### src/rtl/eng_controller.sv
// Sequencing FSM for the exponential-series datapath: start edge detect, load/init,
// the MULX/MULC/ACC loop until counter carry-out, and a watchdog pass limit.
module eng_controller #(
  parameter int unsigned MAX_ITER = 16
) (
  input  logic clk,
  input  logic rst,
  input  logic start,
  input  logic co,
  output logic zx,
  output logic initx,
  output logic ldx,
  output logic zt,
  output logic initt,
  output logic ldt,
  output logic zr,
  output logic initr,
  output logic ldr,
  output logic zc,
  output logic ldc,
  output logic enc,
  output logic s,
  output logic busy,
  output logic done,
  output logic err
);

  typedef enum logic [2:0] {
    IDLE = 3'd0,
    LOAD = 3'd1,
    MULX = 3'd2,
    MULC = 3'd3,
    ACC  = 3'd4,
    DONE = 3'd5
  } state_t;

  localparam logic [7:0] MAX8 = 8'(MAX_ITER);

  state_t     state, state_nx;
  logic       start_q;
  logic [7:0] iter;
  logic [7:0] iter_inc;
  logic       err_q;
  logic       start_rise;
  logic       wd_hit;

  assign start_rise = start & ~start_q;
  assign iter_inc   = iter + 8'd1;
  assign wd_hit     = (iter_inc == MAX8);

  // Clear/init-x strobes are reserved for a future clear command.
  assign zx    = 1'b0;
  assign zt    = 1'b0;
  assign zr    = 1'b0;
  assign zc    = 1'b0;
  assign initx = 1'b0;
  assign err   = err_q;

  always_ff @(posedge clk or negedge rst) begin
    if (!rst) begin
      state   <= IDLE;
      start_q <= 1'b0;
      iter    <= '0;
      err_q   <= 1'b0;
    end else begin
      state   <= state_nx;
      start_q <= start;
      case (state)
        LOAD: begin
          iter  <= '0;
          err_q <= 1'b0;
        end
        ACC: begin
          iter <= iter_inc;
          // Carry-out wins over the watchdog in the same pass.
          if (!co && wd_hit) err_q <= 1'b1;
        end
        default: ;
      endcase
    end
  end

  always_comb begin
    state_nx = state;
    ldx      = 1'b0;
    initt    = 1'b0;
    ldt      = 1'b0;
    initr    = 1'b0;
    ldr      = 1'b0;
    ldc      = 1'b0;
    enc      = 1'b0;
    s        = 1'b0;
    busy     = 1'b0;
    done     = 1'b0;
    case (state)
      IDLE: begin
        if (start_rise) state_nx = LOAD;
      end
      LOAD: begin
        ldx      = 1'b1;
        initt    = 1'b1;
        initr    = 1'b1;
        ldc      = 1'b1;
        busy     = 1'b1;
        state_nx = MULX;
      end
      MULX: begin
        ldt      = 1'b1;
        busy     = 1'b1;
        state_nx = MULC;
      end
      MULC: begin
        s        = 1'b1;
        ldt      = 1'b1;
        busy     = 1'b1;
        state_nx = ACC;
      end
      ACC: begin
        ldr      = 1'b1;
        enc      = 1'b1;
        busy     = 1'b1;
        state_nx = (co || wd_hit) ? DONE : MULX;
      end
      DONE: begin
        done     = 1'b1;
        state_nx = IDLE;
      end
      default: state_nx = IDLE;
    endcase
  end

endmodule
### config.mk
export PLATFORM = sky130hd
export DESIGN_NAME = eng_controller
export DESIGN_NICKNAME = d
export VERILOG_FILES = /design/src/rtl/eng_controller.sv
export SDC_FILE = /design/constraint.sdc
export NUM_CORES = 1
export LEC_CHECK = 0
export ABC_CLOCK_PERIOD_IN_PS = 3970
export CAP_MARGIN = 10
export CORE_MARGIN = 2
export CORE_UTILIZATION = 40
export CTS_CLUSTER_SIZE = 16
export DETAILED_ROUTE_END_ITERATION = 8
export GPL_TIMING_DRIVEN = 0
export MAX_ROUTING_LAYER = met4
export PLACE_DENSITY = 0.67
export SYNTH_ARGS = -nofsm -noshare
export SYNTH_HDL_FRONTEND = slang
export SYNTH_SLANG_ARGS = --single-unit
### constraint.sdc
create_clock -name clk -period 3.97 [get_ports clk]
set_input_delay 0.794 -clock clk [delete_from_list [all_inputs] [get_ports clk]]
set_output_delay 0.794 -clock clk [all_outputs]
set_load 0.01 [all_outputs]
== Yosys cells after proc, flatten, opt, wreduce, memory -nomap -nowiden ==
Cells that the tools add are included.

* Bitwise logic cells: 2
* Reductions and logical operators: 8
* Muxes and demuxes: 12
* Add/sub/neg operators: 1
* Equality and inequality tests: 8

{| class="wikitable"
|+ Operators with widths
! kind !! count
|-
| 8-bit case mux with 2 select lines || 1
|-
| 3-bit case mux with 5 select lines || 1
|-
| 8-bit by 1-bit adder with 8-bit output, second input constant || 1
|-
| 8-bit by 5-bit == test with 1-bit output, second input constant || 1
|-
| 1-bit two-way mux || 7
|-
| 3-bit by 2-bit == test with 1-bit output, second input constant || 2
|-
| 3-bit == test, second input constant || 2
|-
| 3-bit two-way mux || 2
|-
| 2-bit != test, second input constant || 2
|-
| 4-bit OR reduction || 1
|-
| 3-bit by 1-bit == test with 1-bit output, second input constant || 1
|-
| 3-bit zero test || 1
|-
| 1-bit case mux with 2 select lines || 1
|-
| 2-bit AND reduction || 1
|-
| 2-bit nonzero test || 1
|-
| 2-bit OR reduction || 1
|-
| 1-bit bitwise AND || 1
|-
| 1-bit logical AND || 1
|-
| 1-bit zero test || 1
|-
| 1-bit logical OR || 1
|-
| 1-bit NOT || 1
|}

* Flip-flop bits (word level): 13
* Output and inout port bits: 16
* Input bits: 4
* Logic and storage cells: 35

== Depth between registers and ports, before layout ==
Gate-level depths: netlist (run 1).

* Word-level depth: 5
* Gate-level depth with buffers: 5
* Depth with buffers taken out: 5

== Worst setup path after synthesis (run 1) ==
OpenSTA, ideal clock, no wires.

* Path kind: register to output
* Start: reg state[2]
* End: out initt
* Path buffers: 2
* Data required time: 3.176 ns
* Arrival: 1.274 ns
* Setup slack: 1.902 ns
* Stages on the path, launching flop included: 5
* Path through: dfrtp_1 > buf_2 > or3_1 > inv_1 > buf_4

* Longest elaborated chain between the ends: 2

{| class="wikitable"
|+ RTL lines
! element !! line !! text
|-
| start, declared || 39 || <nowiki>state_t state, state_nx;</nowiki>
|-
| start signal, assigned || 66 || <nowiki>state <= state_nx;</nowiki>
|-
| 3-bit by 1-bit == test with 1-bit output || n/a ||
|-
| 1-bit two-way mux || n/a ||
|-
| end, declared || 14 || <nowiki>output logic initt,</nowiki>
|}

Every way passes these cells.

== Worst setup path after layout (run 1) ==
* Start: reg state[2]
* End: out ldx

* Longest elaborated chain between the ends: 2

{| class="wikitable"
|+ RTL lines
! element !! line !! text
|-
| 3-bit by 1-bit == test with 1-bit output || 95 || <nowiki>case (state)</nowiki>
|-
| 1-bit two-way mux || 95 ||
|-
| end, declared || 12 || <nowiki>output logic ldx,</nowiki>
|}

Every way passes these cells.

==> results by group, run 1 <==
Run status
  – Status: finished clean

Timing
  – Setup WS post-layout: between 1 and 1.5 ns
  – Tightest Pin Transition: between 0.6 and 0.7 ns
  – Min Tclk post-route: roughly 3.0 ns
  – Relative slew slack: about three fifths
  – Final hold slack: around 0.47 ns
  – RSZ-0062 raised after global routing: no
  – Slew Limit Fails: 0
  – Fmax: 0.3384 GHz
  – Crit share post-route: approximately 74%
  – Final setup vio count: 0
  – Clock Skew: approximately 0.0073 ns
  – Total Neg Setup Slack: 0 ns
  – Hold Vio Cnt, Final: 0

Logic synthesis
  – Most common library cells after synthesis: dfrtp_1 (13), buf_4 (10), nand2_1 (8), o21ai_0 (5)
  – Post-Syn Area: 839.6 um^2
  – Distinct cells, synth: 38
  – Multiplexer share of the synthesized area: between 3 and 4%
  – Synth Area in Simple Gates: roughly a quarter
  – Post-Syn Instances: roughly 90
  – Seq/Total Area, Yosys: between 30% and 40%
  – Largest family of logic cells by synthesized area: simple AND/OR/NAND/NOR gates
  – Synth Area per Inst: between 9 and 10 um^2
  – Top cells by area, synth: dfrtp_1 (39%), buf_4 (8.9%), nand2_1 (3.6%)
  – Number of flops mapped to enable cells by yosys: 0
  – Synth warnings: 0
  – Synth Area in Adders: 1.490%
  – Top-count cell post-synth: dfrtp_1
  – Yosys top cell by area: dfrtp_1
  – Synth Area in XOR/XNOR: approximately 2.1%
  – Most used DFF post-synth: dfrtp_1
  – Yosys top cell area share: between 30% and 40%
  – Complex-gate fraction of the synthesized area: between 10% and 20%
  – Register bit count reported by yosys: 13
  – Asr flop ratio synth: 100.0%

Critical path
  – CP max stage delay: between 0.5 and 0.6 ns
  – Critical path's slowest cell: clkdlybuf4s50_1
  – Flop2flop setup slack: about 2.2 ns
  – Setup crit end kind: primary output
  – Worst EP required: between 3 and 4 ns
  – Crit-path max FO: 10
  – Crit-path cells: buf_2, or3_1, inv_1, buf_4, clkdlybuf4s50_1
  – Startpoint Class: register
  – Critical path class: register to primary output
  – CP Data Arrival Time: roughly 2.2 ns

Clock tree
  – Largest buffer count on any clock path: 2
  – Clk_lat worst skew: between 0.2 and 0.3 ns
  – # hold bufs at CTS: 0
  – CTS Buf Count: 3
  – CTS sink count: 13
  – Cts repair resizes: 0
  – CTS tree: built
  – Clock slew at reported path FFs: 0.09 ns
  – Htree depth: 1
  – CTS root buffer: clkbuf_4
  – Post-CTS setup buffers: 0

Placed design
  – Placed cell area: a little over 1000 um^2
  – RD Place Congestion: between 0.8 and 0.9
  – Pre-CTS setup slack: around 1.3 ns
  – Placed insts: 137
  – Final HPWL DP: roughly 1300 um
  – Port buffer count: 14

Final layout
  – Nets@finish: between 100 and 150
  – Total inserted antenna cells: 0
  – Final core occ: a little over half
  – Fillers: between 150 and 200
  – Area growth, synth to finish: 25.78%
  – Non-Filler Instances: 141
  – Fraction of layout cells with a size suffix above 1: between 20% and 30%
  – Design area: ~1100 um^2
  – Area taken by multi-input logic gates: ~430 um^2
  – Storage cell area: about 330 um^2

Pwr
  – Pwr Total: around 0.63 mW
  – Leak pwr: around 0.48 nW
  – Worst VDD drop: 0.0005212 V
  – Cell Pwr Density: 594.9 nW/um^2

Global routing
  – Grt ovf: 0
  – Number of global-route vias before repair: between 600 and 700
  – Initial antenna violation count: 0
  – First-pass GRT wire length: 3139 um
  – All-Layer GR Usage: between 15 and 20%
  – Pin count of the biggest net entering global routing: 14

Die
  – Chip Width: approximately 50 um
  – FP Rows: 16
  – Die Height: between 40 and 50 um
  – Io pins: 20
  – Core area: 1962 um^2
  – Die area: between 2000 and 2500 um^2
  – Starting Density: roughly 43%

Route
  – DRC viols: 0
  – Routed vias/inst: approximately 5.1
  – Detailed Route Iter0 Violations: 20
  – DR vias: 719
  – Detailed-router iteration count before antenna repair: 4
  – WL/cell: 12.65 um
  – Detail Route Antenna Nets: 0
  – DRT Wirelength: 1784 um

Min path
  – Hold Path Class: register to register

Job
  – Max_cap viols: 0
report_power, final:
group          switching, mW  internal (mW)  total [mW]  leakage [nW]
sequential            0.0381          0.160       0.198         0.174
combinational          0.167          0.179       0.346         0.287
clock                 0.0469         0.0374      0.0843        0.0177
layout make-up:
type,instances,share of cell area [%]
plain buffers,12,8.057
clock buffers,3,2.133
clock inverters,1,0.4739
inverters,5,1.777
multi-input cells,66,40.28
flip-flops and latches,13,30.81
well taps,27,3.199
repair buffers,14,13.27
registers in the layout, summed over array words and instances (netlist names):
name / flops
state: 3
start_q: 1
err: 1
iter: 8
cell families (layout without fill, tap and decap cells):
family / count (synthesis) / count (layout)
and+or+nand+nor: 34 / 34
AOI/OAI and AO/OA: 21 / 21
xor gates and xnor gates: 2 / 2
muxes: 3 / 3
other: 1 / 5
DFF: 13 / 13
adders and majority gates: 1 / 1
buffers and inverters: 17 / 35
layout by cell type, fill, tap and decap left out, drive strengths merged, types with 2 or more instances in the layout:
cell type and instances:
nor2 3, clkbuf 3, o21ai 8, a21oi 4, or4 3, o311ai 2, nor2b 4, clkdlybuf4s50 14
conb 5, buf 12, xnor2 2, nand2 9, inv 5, nor3 4, nand3 4, or3 2
dfrtp 13, mux2i 2
critical path, delay by kind of cell, from the launching register on:
kind | cells | cell delay [ns]
flops | 1 | 0.41
buf+inv | 4 | 0.98
simple gates | 1 | 0.49
path summary, 6_finish.rpt:
check / start / to / cells past startpoint
max in group asynchronous: rst / iter[7] / 1
worst max-delay path: state[2] / ldx / 5
worst max register to register: iter[0] / state[2] / 5
min in group asynchronous: rst / iter[0] / 1
worst min-delay path: iter[7] / iter[7] / 1
worst min register to register: iter[7] / iter[7] / 1
routing by layer:
metal | vias up | GRT usage (%) | routed length, um
li1 | 361 | - | -
met5 | - | - | 0
met1 | 344 | 22.12 | 840
met3 | 2 | 4.848 | 70
met2 | 12 | 26.22 | 852
met4 | 0 | 4.630 | 21
No activity file was read; power rests on OpenSTA's default activity.
==> run 2: changes to the inputs <==
--- a/config.mk
+++ b/config.mk
@@ -5,7 +5,7 @@
 export SDC_FILE = /design/constraint.sdc
 export NUM_CORES = 1
 export LEC_CHECK = 0
-export ABC_CLOCK_PERIOD_IN_PS = 3970
+export ABC_CLOCK_PERIOD_IN_PS = 2900
 export CAP_MARGIN = 10
 export CORE_MARGIN = 2
 export CORE_UTILIZATION = 40
==> constraint.sdc (replaced) <==
create_clock -name clk -period 2.9 [get_ports clk]
set_input_delay 0.58 -clock clk [delete_from_list [all_inputs] [get_ports clk]]
set_output_delay 0.58 -clock clk [all_outputs]
set_load 0.01 [all_outputs]
==> results of run 2 <==
The final DEF is identical to that of run 1. Status: finished clean.
Among the figures that moved: setup slack after placement 1.319 ns -> 0.4631 ns; setup slack after layout 1.015 ns -> 0.1587 ns; register-to-register setup slack 2.23 ns -> 1.16 ns; total power 0.6283 mW -> 0.8601 mW; worst IR drop on VDD 0.0005212 V -> 0.0007135 V
==> run 3: changes to the inputs <==
==> config.mk (replaced) <==
export PLATFORM = sky130hd
export DESIGN_NAME = eng_controller
export DESIGN_NICKNAME = d
export VERILOG_FILES = /design/src/rtl/eng_controller.sv
export SDC_FILE = /design/constraint.sdc
export NUM_CORES = 1
export LEC_CHECK = 0
export ABC_CLOCK_PERIOD_IN_PS = 2600
export CAP_MARGIN = 10
export CORE_MARGIN = 2
export CORE_UTILIZATION = 48
export CTS_CLUSTER_SIZE = 16
export DETAILED_ROUTE_END_ITERATION = 8
export GPL_TIMING_DRIVEN = 0
export MAX_ROUTING_LAYER = met4
export PLACE_DENSITY = 0.78
export SYNTH_ARGS = -nofsm -noshare
export SYNTH_HDL_FRONTEND = slang
export SYNTH_SLANG_ARGS = --single-unit
==> constraint.sdc (replaced) <==
create_clock -name clk -period 2.6 [get_ports clk]
set_input_delay 0.52 -clock clk [delete_from_list [all_inputs] [get_ports clk]]
set_output_delay 0.52 -clock clk [all_outputs]
set_load 0.01 [all_outputs]
==> results by group, run 3 (same netlist as run 1, synthesis figures left out) <==
Run status
  – Status: finished clean

Placed design
  – Placed cell area: around 1000 um^2
  – RD Place Congestion: ~0.81
  – Pre-CTS setup slack: around 0.24 ns
  – Port buffer count: 14
  – Final HPWL DP: ~1300 um

Final layout
  – Design area: ~1100 um^2
  – Top flop regs: iter: 8 flops, state: 3 flops
  – Nets@finish: 120
  – Fraction of layout cells with a size suffix above 1: 21.05%
  – Fillers: around 150
  – Most common cell after layout, fill and taps aside: dfrtp_1
  – Total inserted antenna cells: 0
  – Final core occ: around 63%
  – Max FFs per register: 8
  – Area growth, synth to finish: 25.93%
  – Storage cell area: 325.3 um^2
  – Area taken by multi-input logic gates: roughly 430 um^2
  – Reg with most FFs: iter
  – Most frequent cells in the layout: dfrtp_1 (13), buf_4 (11), clkdlybuf4s50_1 (11), nand2_1 (8)

Min path
  – Hold_sp: iter[7]
  – Hold Path Class: register to register
  – Sink of the worst hold path: iter[7]
  – Hold Path Cell Cnt: 1

Critical path
  – Startpoint Class: register
  – Crit path max-delay family: buffers and inverters
  – RR Endpoint: err
  – Worst EP required: 2.08 ns
  – Crit-path max FO: 10
  – Critical path's slowest cell: clkdlybuf4s50_1
  – RR Startpoint: iter[0]
  – CP Buf/Inv Count: 3
  – CP Data Arrival Time: just under 2 ns
  – Reg2reg path depth: 5
  – CP max stage delay: between 0.5 and 0.6 ns
  – Flop2flop setup slack: 0.86 ns
  – Crit-path cells: buf_4, or3_4, inv_2, clkdlybuf4s50_1
  – Critical path class: register to primary output
  – Setup crit end kind: primary output

Clock tree
  – CTS tree: built
  – Clk_lat worst skew: 0.27 ns
  – Clock slew at reported path FFs: about 0.080 ns
  – CTS sink count: 13
  – CTS Buf Count: 3
  – CTS root buffer: clkbuf_4
  – Htree depth: 1
  – Largest buffer count on any clock path: 2
  – Post-CTS setup buffers: 0

Route
  – Routed vias/inst: ~5.8
  – DR vias: roughly 760
  – WL/cell: between 10 and 15 um
  – DRT Wirelength: around 1800 um
  – Detail Route Antenna Nets: 0
  – Detailed-router iteration count before antenna repair: 4
  – DRC viols: 0
  – Detailed Route Iter0 Violations: 13

Die
  – Die area: 2099 um^2
  – Starting Density: around 50%
  – Io pins: 20
  – Chip Width: approximately 46 um
  – Core area: about 1700 um^2
  – FP Rows: 15
  – Die Height: 45.82 um

Timing
  – Setup WS post-layout: 0.1470 ns
  – Final setup vio count: 0
  – Hold Vio Cnt, Final: 0
  – Fmax: 0.4077 GHz
  – Total Neg Setup Slack: 0 ns
  – RSZ-0062 raised after global routing: no
  – Crit share post-route: a little over nine tenths
  – Clock Skew: roughly 0.0011 ns
  – Tightest Pin Transition: about 0.6 ns
  – Relative slew slack: between 50% and 60%
  – Slew Limit Fails: 0
  – Min Tclk post-route: about 2.5 ns

Global routing
  – Pin count of the biggest net entering global routing: 14
  – First-pass GRT wire length: between 3000 and 4000 um
  – Grt ovf: 0
  – Initial antenna violation count: 0
  – Number of global-route vias before repair: 686
  – All-Layer GR Usage: 21.22%

Pwr
  – Cell Pwr Density: around 910 nW/um^2
  – Worst VDD drop: approximately 0.00074 V
  – Pwr Total: roughly 0.97 mW
  – Leak pwr: ~0.52 nW

Job
  – Max_cap viols: 0
==> run 3: what timing repair did <==
item                                   CTS  global route
hold buffers                             0             0
gates resized for setup                  2             4
endpoints found under the hold margin    0             0
setup endpoints to repair                3             3
==> run 3: routing by layer <==
metal | up-vias | global-route usage, % | wire [um]
met3 | 8 | 3.571 | 73
li1 | 365 | - | -
met2 | 26 | 32.96 | 860
met1 | 360 | 27.80 | 858
met5 | - | - | 0
met4 | 0 | 7.429 | 39
==> run 3: power breakdown <==
group	internal, mW	switching (mW)	leakage, nW
combinational	0.277	0.255	0.333
clock	0.0595	0.0682	0.0150
sequential	0.244	0.0615	0.174
total	0.580	0.385	0.522
==> run 3: final cells by class <==
class                   instances  area share (%)
clock buffers                   4           2.485
plain buffers                  12           8.284
well taps                      17           2.012
repair buffers                 14           13.96
multi-input cells              66           40.71
inverters                       5           1.775
flip-flops and latches         13           30.77
==> run 3: worst max-delay path by stage <==
| stage | end | cells after the start | startpoint |
|---|---|---|---|
| after detailed placement | ldx | 5 | state[2] |
| final | initr | 4 | state[2] |
| after global routing | initr | 4 | state[2] |
| after global placement | initt | 5 | state[2] |
| after CTS | ldx | 5 | state[2] |
| after floorplan | initt | 4 | state[2] |
==> run 3: through the flow <==
| step | hold WS [ns] | std cells |
|---|---|---|
| finish | 0.4862 | 131 |
| global placement | 0.4600 | 127 |
| global route | 0.5182 | 131 |
| floorplan | 0.2244 | 96 |
| CTS | 0.4905 | 131 |
| detailed placement | 0.4802 | 127 |
==> variant: new RTL, settings of run 3 <==
Re-encode `state_t` (6 states) as Gray code, 3 bits wide.
--- a/src/rtl/eng_controller.sv
+++ b/src/rtl/eng_controller.sv
@@ -27,10 +27,10 @@
 
   typedef enum logic [2:0] {
-    IDLE = 3'd0,
-    LOAD = 3'd1,
-    MULX = 3'd2,
-    MULC = 3'd3,
-    ACC  = 3'd4,
-    DONE = 3'd5
+    IDLE = 3'b000,
+    LOAD = 3'b001,
+    MULX = 3'b011,
+    MULC = 3'b010,
+    ACC  = 3'b110,
+    DONE = 3'b111
   } state_t;
 
Behaviour: no difference found for any inputs over 10 cycles, from zero or initial values and one cycle with rst low; not proved beyond that.
==> variant against run 3 <==
Critical path type unchanged; first-iteration DRC count is 31% lower; power down 12%; area after synthesis decreased by 11%; maximum frequency decreased by 2.7%; cell area is 9.0% lower; core utilization increased by 2.0 points; setup slack worse by 0.068 ns; count of clock-buffer cells in the layout unchanged; routed wire length down 16%; highest routed layer unchanged; sequential cell count stayed put.
==> variant: results (changes against run 3) <==
[run_status]
status = finished clean

[clocking]
clk_pin_slew_ns = 0.08  ; about the same
clock_latency_ns = 0.28
clk_path_buf_depth = 2  ; unchanged
root_buffer = clkbuf_4
cts_made_buffers = 3  ; unchanged
htreeDepth = 1  ; unchanged

[global_routing]
grt_pass1_vias = 601  ; -12%
grt_first_pass_wirelength_mm = 2.59  ; -16%
grt_max_degree = 14  ; unchanged
antenna_found_initial = 0  ; unchanged
grt.total_usage_pct = 19.9  ; -1.3 points

[layout]
final_layout_size_suffix_gt1_share_pct = 19.8  ; -1.2 points
diodes = 0  ; unchanged
regMostFlops = iter
fin_cells = 122  ; -6.9%
largestRegisters = iter x8, state x3
layout.nets = 112  ; -6.7%

[setup_path]
max_stage_delay_ns = 0.52
crit_fanout = 7  ; -3
cpMaxStageDelayCell = clkdlybuf4s50_1

[place]
dpl.hpwl_mm = 1.10  ; -17%
gp_congestion = 0.848  ; +4.5%
numPortBuffers = 14  ; unchanged

[timing]
skew_ns = 0.00677  ; +0.00568 ns
maxSlewHeadroom_pct = 60.6  ; +0.64 points

[logic_synthesis]
async_flop_share_pct = 100  ; unchanged
yosysSeqAreaShare_pct = 43.4  ; +4.7 points
synthTopCellsByArea = dfrtp_1 43%, buf_4 11%, nand2_1 6.5%
ys_warn_count = 0  ; unchanged
ys_types = 30  ; -21%
yosys-top-cells-count = 13 x dfrtp_1, 13 x nand2_1, 11 x buf_4
synthCells = 83  ; -9.8%

[routing]
wl_mm = 1.55  ; -16%
vias_per_cell = 5.31  ; -8.3%
drtIter0Drc = 9  ; -4
dr.pass1.iters = 4  ; unchanged

[power]
peakVddDrop_mv = 0.604  ; -18%
p_leak_nw = 0.444  ; -15%

[min_path]
hp-class = reg -> reg

variant: cells by family after synthesis:
kind of cell,share of synthesized area [%]
flip-flops,43.4
other,0.500
adder cells (fa/ha/maj),1.67
buffers and inverters,14.2
AND/OR/NAND/NOR,20.2
AO/OA/AOI/OAI,20.0
variant: path summary, 6_finish.rpt:
check / startpoint / to / slack (ns) / depth (start not counted)
max: state[2]$_DFFE_PN0P_ / ldx / 0.08 / 5
min: err$_DFFE_PN0P_ / err$_DFFE_PN0P_ / 0.48 / 2
max reg2reg: iter[0]$_DFFE_PN0P_ / err$_DFFE_PN0P_ / 1.13 / 5
min reg2reg: err$_DFFE_PN0P_ / err$_DFFE_PN0P_ / 0.48 / 2
max in group asynchronous: rst / state[2]$_DFFE_PN0P_ / 1.58 / 1
min in group asynchronous: rst / iter[4]$_DFFE_PN0P_ / 0.61 / 1
variant: worst max-delay path: cells and delay by family (launching register included):
kind | cells | cell delay (ns)
buf+inv | 3 | 0.71
flops | 1 | 0.40
simple gates | 2 | 0.61
variant: timing repair:
| item | CTS | global route |
|---|---|---|
| gates resized for setup | 2 | 0 |
| setup buffers | 2 | 0 |
| gates cloned | 0 | 0 |
| setup endpoints to repair | 4 | 3 |
variant: stage by stage:
| stage | setup slack (ns) | util [%] | area, µm² |
|---|---|---|---|
| 2_1_floorplan | 0.794 | - | 764 |
| 3_3_place_gp | 0.254 | 62.1 | 925 |
| 3_5_place_dp | 0.216 | 62.1 | 925 |
| 4_1_cts | 0.0232 | 65.0 | 967 |
| 5_1_grt | 0.00225 | 64.6 | 962 |
| 6_report | 0.0789 | 64.6 | 962 |
variant: layout make-up:
type,count,area (µm²)
Tap cell,16,20.0
Timing Repair Buffer,16,155
Clock buffer,4,26.3
Fill cell,134,527
Buffer,11,82.6
Multi-Input combinational cell,57,333
Inverter,5,18.8
Sequential cell,13,327
variant: power breakdown:
part	internal (mW)	total, mW	switching, mW	leakage (nW)
clock	0.0596	0.124	0.0649	0.0150
sequential	0.247	0.285	0.0385	0.171
combinational	0.224	0.439	0.215	0.258
variant: metal layers:
layer  wire length (µm)  share of wire, %  track usage [%]
met5                  0                 0                -
met4                 14              0.91             7.27
met3                 56               3.6             7.50
met2                741                48             31.6
met1                734                47             23.0
